$ cat config.mk
export PLATFORM = sky130hd
export DESIGN_NAME = fxp_arith_unit
export DESIGN_NICKNAME = d
export VERILOG_FILES = /design/src/rtl/fxp_arith_unit.sv
export SDC_FILE = /design/constraint.sdc
export NUM_CORES = 2
export LEC_CHECK = 0
export BUFFER_PORTS_ARGS = -buffer_cell sky130_fd_sc_hd__buf_2
export CAP_MARGIN = 15
export CORE_ASPECT_RATIO = 0.8
export CORE_MARGIN = 4
export CORE_UTILIZATION = 35
export DETAILED_ROUTE_END_ITERATION = 8
export HOLD_SLACK_MARGIN = 0.06
export SLEW_MARGIN = 30
export SYNTH_ARGS = -nofsm -noshare
export SYNTH_HDL_FRONTEND = slang
export SYNTH_SLANG_ARGS = --single-unit
$ cat constraint.sdc
create_clock -name clk -period 17.05 [get_ports clk]
set_input_delay 3.41 -clock clk [delete_from_list [all_inputs] [get_ports clk]]
set_output_delay 3.41 -clock clk [all_outputs]
set_load 0.05 [all_outputs]
$ cat src/rtl/fxp_arith_unit.sv
// fxp_arith_unit: clocked sign-magnitude fixed-point arithmetic engine.
// add/sub/mul/abs complete in one cycle; divide is a restoring divider
// producing one quotient bit per cycle. Rounding of mul/div is enabled
// by defining FXP_ROUND_EN (otherwise results truncate toward zero).
module fxp_arith_unit #(
  parameter int WIDTH = 32,
  parameter int FRAC  = 16
) (
  input  logic             clk,
  input  logic             rst,
  input  logic             in_valid,
  output logic             in_ready,
  input  logic [2:0]       op,
  input  logic [WIDTH-1:0] a,
  input  logic [WIDTH-1:0] b,
  output logic [WIDTH-1:0] result,
  output logic             out_valid,
  output logic             ovf,
  output logic             div_by_zero
);

  localparam int MW = WIDTH - 1;        // magnitude width
  localparam int PW = 2 * MW;           // full magnitude product width
`ifdef FXP_ROUND_EN
  localparam int RND = 1;
`else
  localparam int RND = 0;
`endif
  localparam int QW = MW + FRAC + RND;  // dividend / quotient bits
  localparam int CW = $clog2(QW + 1);

  typedef enum logic {ST_IDLE, ST_DIV} state_e;

  typedef struct packed {
    logic          ovf;
    logic          sign;
    logic [MW-1:0] mag;
  } sm_res_t;

  // Sign-magnitude add with saturation on magnitude carry.
  function automatic sm_res_t add_sm(input logic sa, input logic [MW-1:0] ma,
                                     input logic sb, input logic [MW-1:0] mb);
    sm_res_t      r;
    logic [MW:0]  sum;
    r   = '0;
    sum = {1'b0, ma} + {1'b0, mb};
    if (sa == sb) begin
      r.sign = sa;
      if (sum[MW]) begin
        r.mag = '1;
        r.ovf = 1'b1;
      end else begin
        r.mag = sum[MW-1:0];
      end
    end else if (ma >= mb) begin
      r.sign = sa;
      r.mag  = ma - mb;
    end else begin
      r.sign = sb;
      r.mag  = mb - ma;
    end
    return r;
  endfunction

  // Any zero magnitude leaves the unit as +0.
  function automatic logic [WIDTH-1:0] pack(input logic s, input logic [MW-1:0] m);
    return (m == '0) ? '0 : {s, m};
  endfunction

  state_e           state_q, state_d;
  logic [CW-1:0]    cnt_q, cnt_d;
  logic [MW-1:0]    rem_q, rem_d;
  logic [QW-1:0]    quo_q, quo_d;
  logic [MW-1:0]    dvs_q, dvs_d;
  logic             sgn_q, sgn_d;
  logic             sa_q, sa_d;
  logic [WIDTH-1:0] result_q, result_d;
  logic             out_valid_q, out_valid_d;
  logic             ovf_q, ovf_d;
  logic             dbz_q, dbz_d;

  logic             sgn_a, sgn_b;
  logic [MW-1:0]    mag_a, mag_b;
  logic             accept;
  sm_res_t          add_r;
  logic [PW-1:0]    prod, prod_sh;
  logic             mul_ovf;
  logic [MW:0]      rem_sh;
  logic             q_bit;
  logic [QW-1:0]    q_fin;

  assign sgn_a    = a[WIDTH-1];
  assign sgn_b    = b[WIDTH-1];
  assign mag_a    = a[MW-1:0];
  assign mag_b    = b[MW-1:0];
  assign in_ready = (state_q == ST_IDLE);
  assign accept   = in_valid && in_ready;

  // Next-state logic: op decode, one divider iteration, divide finalisation.
  always_comb begin
    // NOTE: every signal gets a default before any branch so no latch is inferred.
    state_d     = state_q;
    cnt_d       = cnt_q;
    rem_d       = rem_q;
    quo_d       = quo_q;
    dvs_d       = dvs_q;
    sgn_d       = sgn_q;
    sa_d        = sa_q;
    result_d    = result_q;
    out_valid_d = 1'b0;
    ovf_d       = ovf_q;
    dbz_d       = dbz_q;

    // Add/sub share one adder; sub flips b's sign.
    add_r = add_sm(sgn_a, mag_a, sgn_b ^ op[0], mag_b);

    // Multiply: magnitude product scaled back by FRAC.
    prod = PW'(mag_a) * PW'(mag_b);
`ifdef FXP_ROUND_EN
    prod = prod + (PW'(1) << (FRAC - 1));
`endif
    prod_sh = prod >> FRAC;
    mul_ovf = |prod_sh[PW-1:MW];

    // One restoring-divide step: shift in next dividend bit, trial subtract.
    rem_sh = {rem_q, quo_q[QW-1]};
    q_bit  = (rem_sh >= {1'b0, dvs_q});

    // Final quotient; the extra bit is folded in as round-half-up.
`ifdef FXP_ROUND_EN
    q_fin = (quo_q >> 1) + QW'(quo_q[0]);
`else
    q_fin = quo_q;
`endif

    unique case (state_q)
      ST_IDLE: begin
        if (accept) begin
          case (op)
            3'b000, 3'b001: begin
              result_d    = pack(add_r.sign, add_r.mag);
              ovf_d       = add_r.ovf;
              dbz_d       = 1'b0;
              out_valid_d = 1'b1;
            end
            3'b010: begin
              result_d    = pack(sgn_a ^ sgn_b, mul_ovf ? '1 : prod_sh[MW-1:0]);
              ovf_d       = mul_ovf;
              dbz_d       = 1'b0;
              out_valid_d = 1'b1;
            end
            3'b011: begin
              state_d = ST_DIV;
              cnt_d   = '0;
              rem_d   = '0;
              quo_d   = QW'(mag_a) << (FRAC + RND);
              dvs_d   = mag_b;
              sgn_d   = sgn_a ^ sgn_b;
              sa_d    = sgn_a && (mag_a != '0);
            end
            default: begin
              result_d    = {1'b0, mag_a};
              ovf_d       = 1'b0;
              dbz_d       = 1'b0;
              out_valid_d = 1'b1;
            end
          endcase
        end
      end
      ST_DIV: begin
        if (cnt_q != CW'(QW)) begin
          cnt_d = cnt_q + CW'(1);
          rem_d = q_bit ? (rem_sh[MW-1:0] - dvs_q) : rem_sh[MW-1:0];
          quo_d = {quo_q[QW-2:0], q_bit};
        end else begin
          state_d     = ST_IDLE;
          out_valid_d = 1'b1;
          if (dvs_q == '0) begin
            result_d = {sa_q, {MW{1'b1}}};
            ovf_d    = 1'b1;
            dbz_d    = 1'b1;
          end else if (|q_fin[QW-1:MW]) begin
            result_d = {sgn_q, {MW{1'b1}}};
            ovf_d    = 1'b1;
            dbz_d    = 1'b0;
          end else begin
            result_d = pack(sgn_q, q_fin[MW-1:0]);
            ovf_d    = 1'b0;
            dbz_d    = 1'b0;
          end
        end
      end
      default: state_d = ST_IDLE;
    endcase
  end

  // Control and output registers; reset wins over any acceptance.
  always_ff @(posedge clk) begin
    // NOTE: sequential state uses non-blocking assignments only.
    if (rst) begin
      state_q     <= ST_IDLE;
      result_q    <= '0;
      out_valid_q <= 1'b0;
      ovf_q       <= 1'b0;
      dbz_q       <= 1'b0;
    end else begin
      state_q     <= state_d;
      result_q    <= result_d;
      out_valid_q <= out_valid_d;
      ovf_q       <= ovf_d;
      dbz_q       <= dbz_d;
    end
  end

  // Divider datapath registers.
  always_ff @(posedge clk) begin
    // NOTE: datapath registers are not reset; they are always reloaded when a divide is accepted.
    cnt_q <= cnt_d;
    rem_q <= rem_d;
    quo_q <= quo_d;
    dvs_q <= dvs_d;
    sgn_q <= sgn_d;
    sa_q  <= sa_d;
  end

  assign result      = result_q;
  assign out_valid   = out_valid_q;
  assign ovf         = ovf_q;
  assign div_by_zero = dbz_q;

endmodule

; After elaboration in Yosys (flattened, before gate mapping)
; Cells that the tools add are included.
[classes]
addsub = 5
reduce_logical = 14
n_mux = 47
n_lt_le_gt_ge = 2
bitwise_logic = 3
eq_ne = 10
n_mul = 1
[ops]
columns = cell, n
row1 = $mux W32, 9
row2 = $mux W31, 6
row3 = $mux W47, 3
row4 = $logic_not A31 Y1, 4
row5 = $pmux W32 S3, 1
row6 = $pmux W47 S2, 1
row7 = $sub A31 B31 Y31, 3
row8 = $pmux W32 S2, 1
row9 = $mul A31 B31 Y62, 1
row10 = $pmux W31 S2, 1
row11 = $add A31 B31 Y32, 1
row12 = $ge A32 B31 Y1, 1
row13 = $ge A31 B31 Y1, 1
row14 = $reduce_bool A31 Y1, 1
row15 = $mux W6, 3
row16 = $mux W1, 16
row17 = $reduce_or A16 Y1, 1
row18 = $reduce_or A15 Y1, 1
row19 = $pmux W6 S2, 1
row20 = $reduce_and A3 Y1, 3
row21 = $pmux W1 S2, 4
row22 = $add A6 B1 Y6 const B, 1
row23 = $eq A3 B2 Y1 const B, 2
row24 = $ne A2 B1 Y1 const B, 3
row25 = other kinds (10), 13
[totals]
elab_cells = 93
inputBits = 70
output_inout_bits = 36
register_bits = 153

; Longest topological paths before layout
[logic_depth]
ltp_word = 8
mapped_depth = 33
mapped_depth_nobuf = 29

; Worst setup path before layout
; No wires, ideal clock.
[synth_path]
path_kind = in2reg
startpoint = in a[24]
endpoint = reg result_q[8], in the netlist result[8]
stages = 30
n_path_buf = 3
setup_time_ps = 119
slack_ps = 5685
t_required_ps = 16931
arrival_time_ps = 11246
cell_sequence = clkbuf_1 clkinv_1 clkbuf_1 nor2_1 fa_1 fa_1 inv_1 fa_1 fa_1 inv_1 fa_1 fa_1 fa_1 inv_1 fa_1 inv_1 ha_1 clkbuf_1 and3_1 and3_1 nand3b_1 o211ai_1 a221o_1 o211ai_2 nand2_1 a311o_1 a211oi_1 nand4_2 o31a_1 o221a_1
[synth_between]
elab_chain_len = 8
word_cells_on_any_way = 17
classes_between = add/sub (3) / mul (1) / order compare (1) / mux (9) / reduce/logical (3)
[synth_rtl]
columns = item, line
row1 = from (decl), 14  ; input logic [WIDTH-1:0] a,
row2 = $mul A31 B31 Y62 (tied with other cells), 118  ; prod = PW'(mag_a) * PW'(mag_b);
row3 = $reduce_or A15 Y1 (tied with other cells), 123  ; mul_ovf = |prod_sh[PW-1:MW];
row4 = $mux W31 / $mux W32 (equally long branches), "147, 47"
row5 = $logic_not A31 Y1, 67  ; return (m == '0) ? '0 : {s, m};
row6 = $mux W32, 67
row7 = $pmux W32 S3 (*), 139  ; case (op)
row8 = $mux W32 (*), 138  ; if (accept) begin
row9 = $pmux W32 S2 (*), 136  ; unique case (state_q)
row10 = to (signal assigned), 208  ; result_q <= result_d;
row11 = to (decl), 77  ; logic [WIDTH-1:0] result_q, result_d;
; Every way passes the cells marked *; elsewhere a longest branch is shown, timed or not. The select of a mux whose other input is x is not followed.
; A chain may end at the register's enable or synchronous reset.

; Worst setup path after layout
[layout_path]
startpoint = in a[25]
endpoint = reg result_q[5], in the netlist result[5]
; Same word-level chain as after synthesis.

==> results.ini <==
[timing]
maxSlewViolCount = 0
period_share = 0.798
finalHoldViolations = 0
tns_ns = 0
max_freq_ghz = 0.0735
setup_viol = 0
skew_ns = 0.0187
slew_headroom = 0.268
rsz0062_at_grt = no
worstMarginPinSlew_ns = 1.09
setup_slack_ns = 3.45
post-route-min-period_ns = 13.60

[floorplanning]
die_w_um = 405
die_height_um = 326
initial_core_util = 0.353
ios = 106
dieArea_um2 = 132000
fp.coreArea_um2 = 125000
num_rows = 116

[setup_path]
cpMostUsedCell = fa_1
crit_fanout = 19
crit_path_start_kind = input port
arrival_ns = 13.94
crit_path_max_incr_delay_ns = 1.04
critical_path.slowest_cell = clkinv_1
critPathTopFamily = adder cells
worstPathRequired_ns = 17.39
endpoint_kind = flip-flop
path_class = input port to flip-flop
path_buf_inv = 6

[clock_network]
clk_latency_ns = 0.49
cts_setup_buffers = 0
ctsRootBufferMaster = clkbuf_16
hold_buffers = 0
cts_tree = built
clk_path_buf_depth = 2
cts_htree_levels = 4
cts_resized = 0
cts.sinks = 153
cts_made_buffers = 17
cts.clk_slew.worst_paths_ns = 0.08

[routing]
drt_wl_total_mm = 188
drt_iter0_markers = 4875
via_count = 39406
routed_via_density = 5.77
drcViolationCount = 0
wl_per_cell_um = 27.5
dr.pass1.iters = 6
drtAntennaViolNets = 0

[run_status]
status = finished, final reports clean

[layout]
multi_input_area_um2 = 35300
syn_to_final_growth_pct = 6.33
layout.nets = 6449
regArea_um2 = 4240
drive_above_1_share = 0.0580
n_fill_cell = 12921

[global_route]
first_global_vias = 39497
use_met2 = 0.394
antenna_found_initial = 8
grt_use_met3 = 0.106
grt_first_pass_wirelength_mm = 276
grt.total_usage = 0.285
overflow = 0
grt_util_met1 = 0.412
grt_max_degree = 54
grt.busiest_layer = met1

[synth]
netlist_area_um2 = 44100
ys_types = 95
synth_edf_count = 117
syn_nets = 6523
synthCells = 5237
seq_area_frac_synth = 0.0959
yosysTopAreaCellShare = 0.381
synth-seq-cells = 153
synth_warnings = 0
avgSynthCellArea_um2 = 8.43
yosys-top-cells-area = fa_1 38%, ha_1 11%, edfxtp_1 8.0%
synth_top_cell_by_area = fa_1
synthFlopType = edfxtp_1
yosysMostFrequentCell = inv_1
synthTopCellsByCount = 914 x inv_1, 840 x fa_1, 768 x nor2_1, 553 x nand2_1, 376 x ha_1
async_flop_share = 0

[place]
place_congestion = 1.06
hpwl_mm = 147
post-place-ws_ns = 3.27
numPortBuffers = 105

[worst_hold_path]
worstHoldPathType = flip-flop to flip-flop

[flow_run]
drv_cap = 0

-- registers in the layout, indices dropped and copies added (netlist names), 6 cells and up --
signal	count
dvs_q	31
cnt_q	6
q_fin	47
rem_q	31
result	32
-- routing by layer --
layer / vias up / share of wire
li1: 16540 / -
met1: 20070 / 0.43
met2: 2488 / 0.40
met3: 302 / 0.14
met4: 6 / 0.033
met5: - / 0.00021
-- cell families (layout without fill, tap and decap cells) --
logic type	after synthesis	in the layout	share of synthesized area
simple gates	1708	1708	0.166
buf+inv	1223	1162	0.105
fa+ha+maj	1216	1216	0.487
compound gates	834	834	0.124
flops	153	153	0.0959
xor+xnor	77	77	0.0153
mux	26	26	0.00604
other cells	0	2	0
-- metrics by stage --
stage                     cells  hold slack (ns)  instance area [um^2]  utilization
after floorplan            5237            0.525                 44100            -
after global placement     6795            0.456                 46300        0.370
after detailed placement   6796            0.481                 46300        0.370
after CTS                  6828            0.494                 46900        0.375
after global routing       6828            0.526                 46900        0.375
final                      6830            0.491                 46900        0.375
-- placed cells by master, fill, tap and decap left out, drive strengths merged, types with 9 or more instances in the layout --
master  count
nand3      65
o21bai     21
o221ai     24
fa        840
a21boi     15
or2         9
nand4      43
nand2b     20
nor4       48
nand2     553
and4       10
and3       23
xnor2      43
buf       192
a31o       10
o211ai     28
nor2b      28
o21a       22
clkinv     29
a211oi     24
o31ai      25
a211o      14
edfxtp    117
mux2i      21
a221oi     12
nor2      770
xor2       34
a21o       52
ha        376
or3        12
clkbuf     17
nor3       47
and2       52
a21oi     267
inv       924
dfxtp      36
a221o      10
a31oi      31
o21ai     172
-- layout make-up --
class | instances | share of cell area
multi-input combinational | 3861 | 0.753
clock inverter | 15 | 0.00376
inverter | 938 | 0.0751
sequential | 153 | 0.0902
clock buffer | 17 | 0.00906
tap | 1652 | 0.0440
antenna | 2 | 0.000107
timing repair buffer | 192 | 0.0251
-- worst min-delay path, cell delays in order (launching register included) --
cell and delay [ns]:
dfxtp_1 0.32, nand3_1 0.07, a21oi_1 0.06
-- final timing paths --
check                                                 to  slack [ns]                      from  cells after the start
worst min-delay path            div_by_zero$_SDFFE_PP0P_        0.49  div_by_zero$_SDFFE_PP0P_                      2
worst min register to register  div_by_zero$_SDFFE_PP0P_        0.49  div_by_zero$_SDFFE_PP0P_                      2
worst max-delay path              result[5]$_SDFFE_PP0P_        3.45                     a[25]                     28
worst max register to register   rem_q[10]$_SDFFCE_PN0P_       11.95       q_fin[46]$_DFFE_PP_                     15
Power is left out: the tool's default activity adds up to more than one toggle a clock period on the data nets, which glitch-free logic cannot reach.
